===== src/rtl/pipe_mem_stage_fpu_pkg.sv =====
// Shared encodings for the MEM stage: access sizes and handshake FSM states.
package pipe_mem_pkg;

  localparam logic [1:0] SZ_BYTE = 2'b00;
  localparam logic [1:0] SZ_HALF = 2'b01;
  localparam logic [1:0] SZ_WORD = 2'b10;

  typedef enum logic [1:0] {
    ST_IDLE = 2'd0,
    ST_WAIT = 2'd1,
    ST_DONE = 2'd2
  } state_t;

endpackage


===== src/rtl/pipe_mem_stage_fpu_if.sv =====
// Data-memory req/ack bus between the MEM stage (master) and the data memory (slave).
interface pipe_mem_stage_fpu_if #(
  parameter int AW = 32
);
  logic          req;
  logic          we;
  logic [AW-1:0] addr;
  logic [3:0]    be;
  logic [31:0]   wdata;
  logic          ack;
  logic [31:0]   rdata;

  modport master (output req, we, addr, be, wdata, input ack, rdata);
  modport slave  (input req, we, addr, be, wdata, output ack, rdata);
endinterface


===== src/rtl/pipe_mem_stage_fpu_dmem_lane_align.sv =====
// Byte-lane steering: store enables/replicated data and load lane select with extension.
module dmem_lane_align
  import pipe_mem_pkg::*;
(
  input  logic [1:0]  size,
  input  logic        unsgn,
  input  logic [1:0]  off,
  input  logic [31:0] sdata,
  input  logic [31:0] rdata,
  output logic [3:0]  be,
  output logic [31:0] wdata,
  output logic [31:0] ldata
);
  logic [7:0]  lane [4];
  logic [7:0]  byte_sel;
  logic [15:0] half_sel;

  genvar gi;
  generate
    for (gi = 0; gi < 4; gi++) begin : g_lane
      assign lane[gi] = rdata[8*gi +: 8];
    end
  endgenerate

  always_comb begin
    be       = 4'b1111;
    wdata    = sdata;
    ldata    = rdata;
    byte_sel = lane[off];
    half_sel = off[1] ? rdata[31:16] : rdata[15:0];
    case (size)
      SZ_BYTE: begin
        be    = 4'b0001 << off;
        wdata = {4{sdata[7:0]}};
        ldata = {{24{byte_sel[7] & ~unsgn}}, byte_sel};
      end
      SZ_HALF: begin
        be    = off[1] ? 4'b1100 : 4'b0011;
        wdata = {2{sdata[15:0]}};
        ldata = {{16{half_sel[15] & ~unsgn}}, half_sel};
      end
      default: ;  // word and the reserved encoding 11 both behave as word
    endcase
  end
endmodule


===== src/rtl/pipe_mem_stage_fpu.sv =====
// MEM pipeline stage: variable-latency data-memory handshake, stall/bubble control and load alignment.
module pipe_mem_stage_fpu
  import pipe_mem_pkg::*;
#(
  parameter int AW = 32
) (
  input  logic                 clk,
  input  logic                 rst,
  input  logic                 mwreg,
  input  logic                 mm2reg,
  input  logic                 mwmem,
  input  logic                 mwfpr,
  input  logic [1:0]           msize,
  input  logic                 munsigned,
  input  logic [31:0]          malu,
  input  logic [31:0]          mb,
  input  logic [4:0]           mrn,
  pipe_mem_stage_fpu_if.master dmem,
  output logic                 mem_stall,
  output logic                 m_misalign,
  output logic                 owreg,
  output logic                 om2reg,
  output logic                 owfpr,
  output logic [31:0]          omo,
  output logic [31:0]          oalu,
  output logic [4:0]           orn
);
  state_t        state_reg, state_next;
  logic [AW-1:0] addr_reg;
  logic [3:0]    be_reg;
  logic [31:0]   wdata_reg;
  logic          we_reg;
  logic [31:0]   buf_reg;

  logic [1:0]    eff_size;
  logic          memop, misalign, access, capture;
  logic [3:0]    al_be;
  logic [31:0]   al_wdata, al_ldata;

  // FP loads fill a whole FP register, so they are word accesses regardless of msize
  assign eff_size = (mwfpr & mm2reg) ? SZ_WORD : msize;
  assign memop    = mm2reg | mwmem;
  assign misalign = ((eff_size == SZ_HALF) & malu[0]) | (eff_size[1] & (|malu[1:0]));
  assign access   = memop & ~misalign;

  dmem_lane_align u_align (
    .size  (eff_size),
    .unsgn (munsigned),
    .off   (malu[1:0]),
    .sdata (mb),
    .rdata (dmem.rdata),
    .be    (al_be),
    .wdata (al_wdata),
    .ldata (al_ldata)
  );

  always_comb begin
    state_next = state_reg;
    capture    = 1'b0;
    dmem.req   = 1'b0;
    dmem.we    = mwmem;
    dmem.addr  = {malu[AW-1:2], 2'b00};
    dmem.be    = al_be;
    dmem.wdata = al_wdata;
    case (state_reg)
      ST_IDLE: begin
        if (access) begin
          dmem.req = 1'b1;
          if (dmem.ack) begin
            capture    = 1'b1;
            state_next = ST_DONE;
          end else begin
            state_next = ST_WAIT;
          end
        end
      end
      ST_WAIT: begin
        dmem.req   = 1'b1;
        dmem.we    = we_reg;
        dmem.addr  = addr_reg;
        dmem.be    = be_reg;
        dmem.wdata = wdata_reg;
        if (dmem.ack) begin
          capture    = 1'b1;
          state_next = ST_DONE;
        end
      end
      ST_DONE: state_next = ST_IDLE;
      default: state_next = ST_IDLE;
    endcase
    // reset must drop the request immediately, not only after the state register clears
    if (rst) begin
      dmem.req = 1'b0;
      capture  = 1'b0;
    end
  end

  always_ff @(posedge clk or posedge rst) begin
    if (rst) begin
      state_reg <= ST_IDLE;
      addr_reg  <= '0;
      be_reg    <= '0;
      wdata_reg <= '0;
      we_reg    <= 1'b0;
      buf_reg   <= '0;
    end else begin
      state_reg <= state_next;
      if (state_reg == ST_IDLE && access) begin
        addr_reg  <= {malu[AW-1:2], 2'b00};
        be_reg    <= al_be;
        wdata_reg <= al_wdata;
        we_reg    <= mwmem;
      end
      if (capture) buf_reg <= al_ldata;
    end
  end

  assign mem_stall  = access & (state_reg != ST_DONE) & ~rst;
  assign m_misalign = memop & misalign & ~rst;
  // stalled or faulting cycles hand a bubble to M/W
  assign owreg  = mwreg  & ~mem_stall & ~m_misalign;
  assign om2reg = mm2reg & ~mem_stall & ~m_misalign;
  assign owfpr  = mwfpr  & ~mem_stall & ~m_misalign;
  assign omo    = (state_reg == ST_DONE) ? buf_reg : 32'd0;
  assign oalu   = malu;
  assign orn    = mrn;
endmodule


===== src/flat_wrapper.sv =====
// flat-port wrapper written by rule: the top's interface ports become plain ports
module pipe_mem_stage_fpu_flat import pipe_mem_pkg::*;
#(
  parameter int AW = 32
)
  (clk, rst, mwreg, mm2reg, mwmem, mwfpr, msize, munsigned, malu, mb, mrn, mem_stall, m_misalign, owreg, om2reg, owfpr, omo, oalu, orn, dmem_req, dmem_we, dmem_addr, dmem_be, dmem_wdata, dmem_ack, dmem_rdata);
  pipe_mem_stage_fpu_if #(.AW(AW)) dmem_i ();
  input  logic clk;
  input  logic rst;
  input  logic mwreg;
  input  logic mm2reg;
  input  logic mwmem;
  input  logic mwfpr;
  input  logic [1:0] msize;
  input  logic munsigned;
  input  logic [31:0] malu;
  input  logic [31:0] mb;
  input  logic [4:0] mrn;
  output logic mem_stall;
  output logic m_misalign;
  output logic owreg;
  output logic om2reg;
  output logic owfpr;
  output logic [31:0] omo;
  output logic [31:0] oalu;
  output logic [4:0] orn;
  output wire logic [$bits(dmem_i.req)-1:0] dmem_req;
  output wire logic [$bits(dmem_i.we)-1:0] dmem_we;
  output wire logic [$bits(dmem_i.addr)-1:0] dmem_addr;
  output wire logic [$bits(dmem_i.be)-1:0] dmem_be;
  output wire logic [$bits(dmem_i.wdata)-1:0] dmem_wdata;
  input wire logic [$bits(dmem_i.ack)-1:0] dmem_ack;
  input wire logic [$bits(dmem_i.rdata)-1:0] dmem_rdata;
  assign dmem_req = dmem_i.req;
  assign dmem_we = dmem_i.we;
  assign dmem_addr = dmem_i.addr;
  assign dmem_be = dmem_i.be;
  assign dmem_wdata = dmem_i.wdata;
  assign dmem_i.ack = dmem_ack;
  assign dmem_i.rdata = dmem_rdata;
  pipe_mem_stage_fpu #(.AW(AW)) u_core (.clk(clk), .rst(rst), .mwreg(mwreg), .mm2reg(mm2reg), .mwmem(mwmem), .mwfpr(mwfpr), .msize(msize), .munsigned(munsigned), .malu(malu), .mb(mb), .mrn(mrn), .dmem(dmem_i), .mem_stall(mem_stall), .m_misalign(m_misalign), .owreg(owreg), .om2reg(om2reg), .owfpr(owfpr), .omo(omo), .oalu(oalu), .orn(orn));
endmodule

===== config.mk =====
export PLATFORM = sky130hd
export DESIGN_NAME = pipe_mem_stage_fpu_flat
export DESIGN_NICKNAME = d
export VERILOG_FILES = /design/src/rtl/pipe_mem_stage_fpu_pkg.sv /design/src/rtl/pipe_mem_stage_fpu_if.sv /design/src/rtl/pipe_mem_stage_fpu_dmem_lane_align.sv /design/src/rtl/pipe_mem_stage_fpu.sv /design/src/flat_wrapper.sv
export SDC_FILE = /design/constraint.sdc
export NUM_CORES = 1
export LEC_CHECK = 0
export BUFFER_PORTS_ARGS = -buffer_cell sky130_fd_sc_hd__clkbuf_2
export CAP_MARGIN = 20
export CELL_PAD_IN_SITES_DETAIL_PLACEMENT = 0
export CELL_PAD_IN_SITES_GLOBAL_PLACEMENT = 1
export CORE_MARGIN = 5
export CORE_UTILIZATION = 31
export CTS_CLUSTER_DIAMETER = 150
export DETAILED_ROUTE_END_ITERATION = 12
export PLACE_DENSITY = 0.77
export SYNTH_ARGS = -nofsm -noshare
export SYNTH_HDL_FRONTEND = slang
export SYNTH_SLANG_ARGS = --single-unit
export TNS_END_PERCENT = 5

===== constraint.sdc =====
create_clock -name clk -period 3.1 [get_ports clk]
set_clock_uncertainty 0.1 [all_clocks]
set_input_delay 0.31 -clock clk [delete_from_list [all_inputs] [get_ports clk]]
set_output_delay 0.31 -clock clk [all_outputs]
set_load 0.02 [all_outputs]

==> After elaboration in Yosys (flattened, before gate mapping) <==
Index checks and enable logic that the tools add are counted.
{ "word_totals": {"regBits": 101, "latch_bits": 0, "mem_bits_rw": 0, "mem_bits_ro": 0, "in_bits": 111, "word_cells": 68, "memories": 0} }
{ "op_classes": {"add_sub_neg": 0, "multipliers": 0, "div_mod_pow": 0, "n_lt_le_gt_ge": 1, "eq_ne": 6, "n_shift": 1, "muxes": 25, "bitwise_logic": 24, "reduce_logical": 5} }
{ "ops": {"columns": ["op", "n"], "rows": [
  ["$pmux W32 S2", 2],
  ["$mux W32", 3],
  ["$and A1 B1 Y1", 16],
  ["$bmux W8 S2", 1],
  ["$mux W16", 1],
  ["$mux W8", 2],
  ["$mux W2", 4],
  ["$mux W4", 2],
  ["$pmux W4 S2", 1],
  ["$mux W1", 6],
  ["$not A1 Y1", 5],
  ["$eq A2 B1 Y1 const B", 2],
  ["$logic_not A2 Y1", 2],
  ["$ne A2 B2 Y1 const B", 2],
  ["$pmux W1 S2", 2],
  ["$pmux W2 S2", 1],
  ["$shl A1 B2 Y4 const A", 1],
  ["$ge A3 B3 Y1 const B", 1],
  ["$not A2 Y3", 1],
  ["$eq A2 B2 Y1 const B", 1],
  ["$ne A2 B1 Y1 const B", 1],
  ["$or A1 B1 Y1", 2],
  ["$reduce_and A2 Y1", 1],
  ["$reduce_or A2 Y1", 1],
  ["$logic_and A1 B1 Y1", 1]
]} }

==> Depth between registers and ports, before layout <==
{ "depth": {"depth_word": 12, "ltp_mapped": 8, "mapped_depth_nobuf": 5} }

==> Hierarchy <==
Synthesis repeated with hierarchy kept, for this count alone.
{ "unflattened": {"hier_cells": 544, "area_unflattened_um2": 6394.9} }
{ "by_module_without_submodules": {"columns": ["module", "instances", "cells_per_inst", "area_per_inst_um2", "seq_area_each_um2"], "rows": [
  ["pipe_mem_stage_fpu", 1, 387, 5295.1, 2527.4],
  ["dmem_lane_align", 1, 157, 1099.8, 0.0]
]} }

==> Least setup slack after synthesis <==
No wires, ideal clock.
{ "synth_timing": {"path_type": "in2reg", "startpoint": "in rst", "endpoint": "reg u_core.buf_reg[18]", "setup_ps": 95, "arrival_ps": 3550, "t_required_ps": 2905, "setup_slack_ps": -645, "cell_stages": 4, "n_path_buf": 1, "cell_sequence": "inv_1 o311ai_4 buf_6 o31ai_1"} }
{ "synth_between": {"elab_chain_len": 1} }
{ "synth_rtl": {"columns": ["element", "line", "source"], "rows": [
  ["from (decl)", "flat_wrapper.sv:9", "input logic rst;"],
  ["$mux W1", "pipe_mem_stage_fpu.sv:92", "if (rst) begin"],
  ["to (signal assigned)", "pipe_mem_stage_fpu.sv:114", "if (capture) buf_reg <= al_ldata;"],
  ["to (decl)", "pipe_mem_stage_fpu.sv:33", "logic [31:0] buf_reg;"]
]} }
No other way between the ends.
A chain may end at the register's enable or synchronous reset.

==> Worst setup path after layout <==
{ "layout_timing": {"startpoint": "reg u_core.state_reg[1]", "endpoint": "out dmem_wdata[14]"} }
{ "layout_between": {"elab_chain_len": 2} }
{ "layout_rtl": {"columns": ["element", "line", "source"], "rows": [
  ["from (decl)", "pipe_mem_stage_fpu.sv:28", "state_t state_reg, state_next;"],
  ["from (signal assigned)", "pipe_mem_stage_fpu.sv:107", "state_reg <= state_next;"],
  ["$eq A2 B1 Y1", "pipe_mem_stage_fpu.sv:65", "case (state_reg)"],
  ["$mux W32", "pipe_mem_stage_fpu.sv:65", null],
  ["to (decl)", "flat_wrapper.sv:31", "output wire logic [$bits(dmem_i.wdata)-1:0] dmem_wdata;"]
]} }
No other way between the ends.

==> run summary <==
IO Port Bufs: 242
GR peak layer: met2
Vias/cell: 4.69
Post-Synthesis Cells: 711
Post-Synth XOR/XNOR Area: 0%
GR Layer Usage met1: 22.2%
EDFF count, synth: 0
simple-gate share of the synthesized area: 22.4%
wire length per cell: 16.5 µm
max_slew headroom: 56.9%
leading post-synthesis cells by cell area: dfrtp_1, nand2_1, mux2_2
nets@finish: 999
post_cts resized: 0
pre-CTS WS: 0.688 ns
sequential area share after synthesis: 41.8%
gpl congestion: 0.814
worst-path fanout max: 22
# rows: 51
global-route wire length before repair: 29.6 mm
DIE AREA: 22,400 µm²
largest family of logic cells by synthesized area: simple AND/OR/NAND/NOR gates
Tot Pwr: 4.57 mW
critical path class: reg -> out
number of I/O pins: 255
worst hold path type: in -> reg
#FFs+latches synth: 101
Avg Cell Area, Syn: 8.49 µm²
Fillers: 2,000
via count: 5,421
# clock sinks: 101
leakage: 3.84 nW
Post-CTS Setup Inserts: 0
Max-cap violations: 0
commonest non-fill, non-tap cell in the layout: clkbuf_2
YS warnings: 0
ANT nets after route: 0
Worst Slack Setup Final: 0.682 ns
post-synthesis compound-gate area fraction: 14.1%
Synth top area share: 41.8%
gr usage total: 16.9%
final setup vio count: 0
crit path capture type: primary output
Post-Synth Adder-Cell Area: 0%
Fin. Hold Viols: 0
synthesized area: 6040 µm²
largest net degree at the start of global routing: 96
CTS Root Cell: clkbuf_16
final wirelength: 19.1 mm
layout cells sized above 1: 35.3%
critical path required time: 2.69 ns
mux cell area share after synthesis: 12.0%
core box area: 19,300 µm²
met3 GRT Util: 7.18%
Top FF cell, synth: dfrtp_1
commonest cells after routing, fill and taps aside: clkbuf_2, nand2_1, dfrtp_1, nor2_1, o21ai_0
drt pass-1 iters: 5
Max Clk Rate: 0.414 GHz
initial core utilization: 31.2%
grt ovf: 0
CTS tree: built
Bufs on Longest Clock Path: 2
asr flop ratio synth: 100%
P per Cell Area: 610 nW/µm²
CTS Buf Count: 9
synth unique cells: 40
vias in the first global route: 5,258
Setup crit start kind: flip-flop
final setup TNS: 0 ns
Peak VDD IR: 0.324 mV
initial antenna violation count: 0
htree depth: 3
CP arrival: 2.01 ns
Remaining DRCs: 0
worst skew pair latency: 0.35 ns
worst-margin pin slew: 0.646 ns
Antenna Cells: 0
Final Max Tran Viols: 0
met2 Usage GRT: 26.4%
Layout area overhead: 23.9%
Die H: 150 µm
Tcrit/Tclk final: 78.0%
status: finished, final reports clean
clock-pin slew on the worst setup and hold paths: 0.06 ns
RSZ-0062 raised after global routing: no
min cycle time layout: 2.42 ns
Die Wd: 150 µm
hpwl dp: 14.3 mm
Yosys top cell by area: dfrtp_1
Initial DRC Count: 270
==> area by class of cell <==
cell class	instances	area [µm²]	area share, %
clock buffer	9	225	3.01
clock inverter	6	93.8	1.25
inverter	2	11.3	0.151
multi-input combinational	519	2960	39.5
sequential	101	2530	33.8
tap	265	332	4.43
timing repair buffer	255	1340	17.9
==> routing by layer <==
metal,up-vias,wire (µm)
met3,7,2000
met1,2498,8240
met2,213,8740
met5,-,0
met4,0,130
li1,2703,-
==> worst paths after layout <==
kind,cells after the start,endpoint,slack [ns],from
min reg2reg,2,u_core.buf_reg[16]$_DFFE_PP0P_,0.37,u_core.buf_reg[16]$_DFFE_PP0P_
max,5,dmem_wdata[14],0.68,u_core.state_reg[1]$_DFFE_PP0P_
max in group asynchronous,4,u_core.be_reg[2]$_DFFE_PP0P_,1.38,rst
min,2,u_core.state_reg[0]$_DFFE_PP0P_,0.08,dmem_ack
max reg2reg,5,u_core.buf_reg[0]$_DFFE_PP0P_,0.97,u_core.state_reg[0]$_DFFE_PP0P_
min in group asynchronous,3,u_core.addr_reg[6]$_DFFE_PP0P_,0.55,rst
==> kinds of logic after synthesis <==
| group | Yosys count |
|---|---|
| AO/OA/AOI/OAI | 132 |
| multiplexers | 67 |
| AND/OR/NAND/NOR | 318 |
| other | 1 |
| flip-flops | 101 |
| buffers and inverters | 92 |
==> power breakdown <==
group | internal (mW) | switching [mW] | total, mW
clock | 0.714 | 0.533 | 1.25
sequential | 1.70 | 0.190 | 1.89
combinational | 0.551 | 0.876 | 1.43
==> per-stage QoR <==
stage / hold slack [ns] / cell area, µm² / util (%) / instances
2_1_floorplan: 0.276 / 6050 / - / 712
3_3_place_gp: 0.330 / 7150 / 37.0 / 1141
6_report: 0.0805 / 7480 / 38.7 / 1157
4_1_cts: 0.0662 / 7480 / 38.7 / 1157
5_1_grt: 0.0789 / 7480 / 38.7 / 1157
3_5_place_dp: 0.343 / 7150 / 37.0 / 1141
==> synthesized netlist by cell type, types with 2 or more instances <==
master	count
and2_1	35
o221ai_1	6
nor2_1	60
nor2_4	2
mux2_1	8
a221oi_1	8
nand2_1	201
o21ai_0	47
mux2i_1	26
a21oi_1	32
clkbuf_1	25
nand2b_1	3
buf_4	41
dfrtp_1	101
o31ai_1	16
buf_2	12
mux2_2	33
nor2b_1	5
nor4_1	2
o22a_1	6
nand4_1	6
inv_1	2
buf_6	9
o21ai_1	7
buf_1	3
==> timing repair <==
item,4_1_cts,5_1_grt
endpoints found under the setup margin,0,0
endpoints found under the hold margin,20,0
hold buffers,1,0
==> worst max-delay path, cell delays in order, from the launching register on <==
cell      delay (ns)
dfrtp_1         0.42
nand2b_2        0.47
buf_4           0.33
nor2_1          0.06
a21oi_1         0.17
clkbuf_2        0.20
Note: power is estimated with default switching activity, not from simulation.
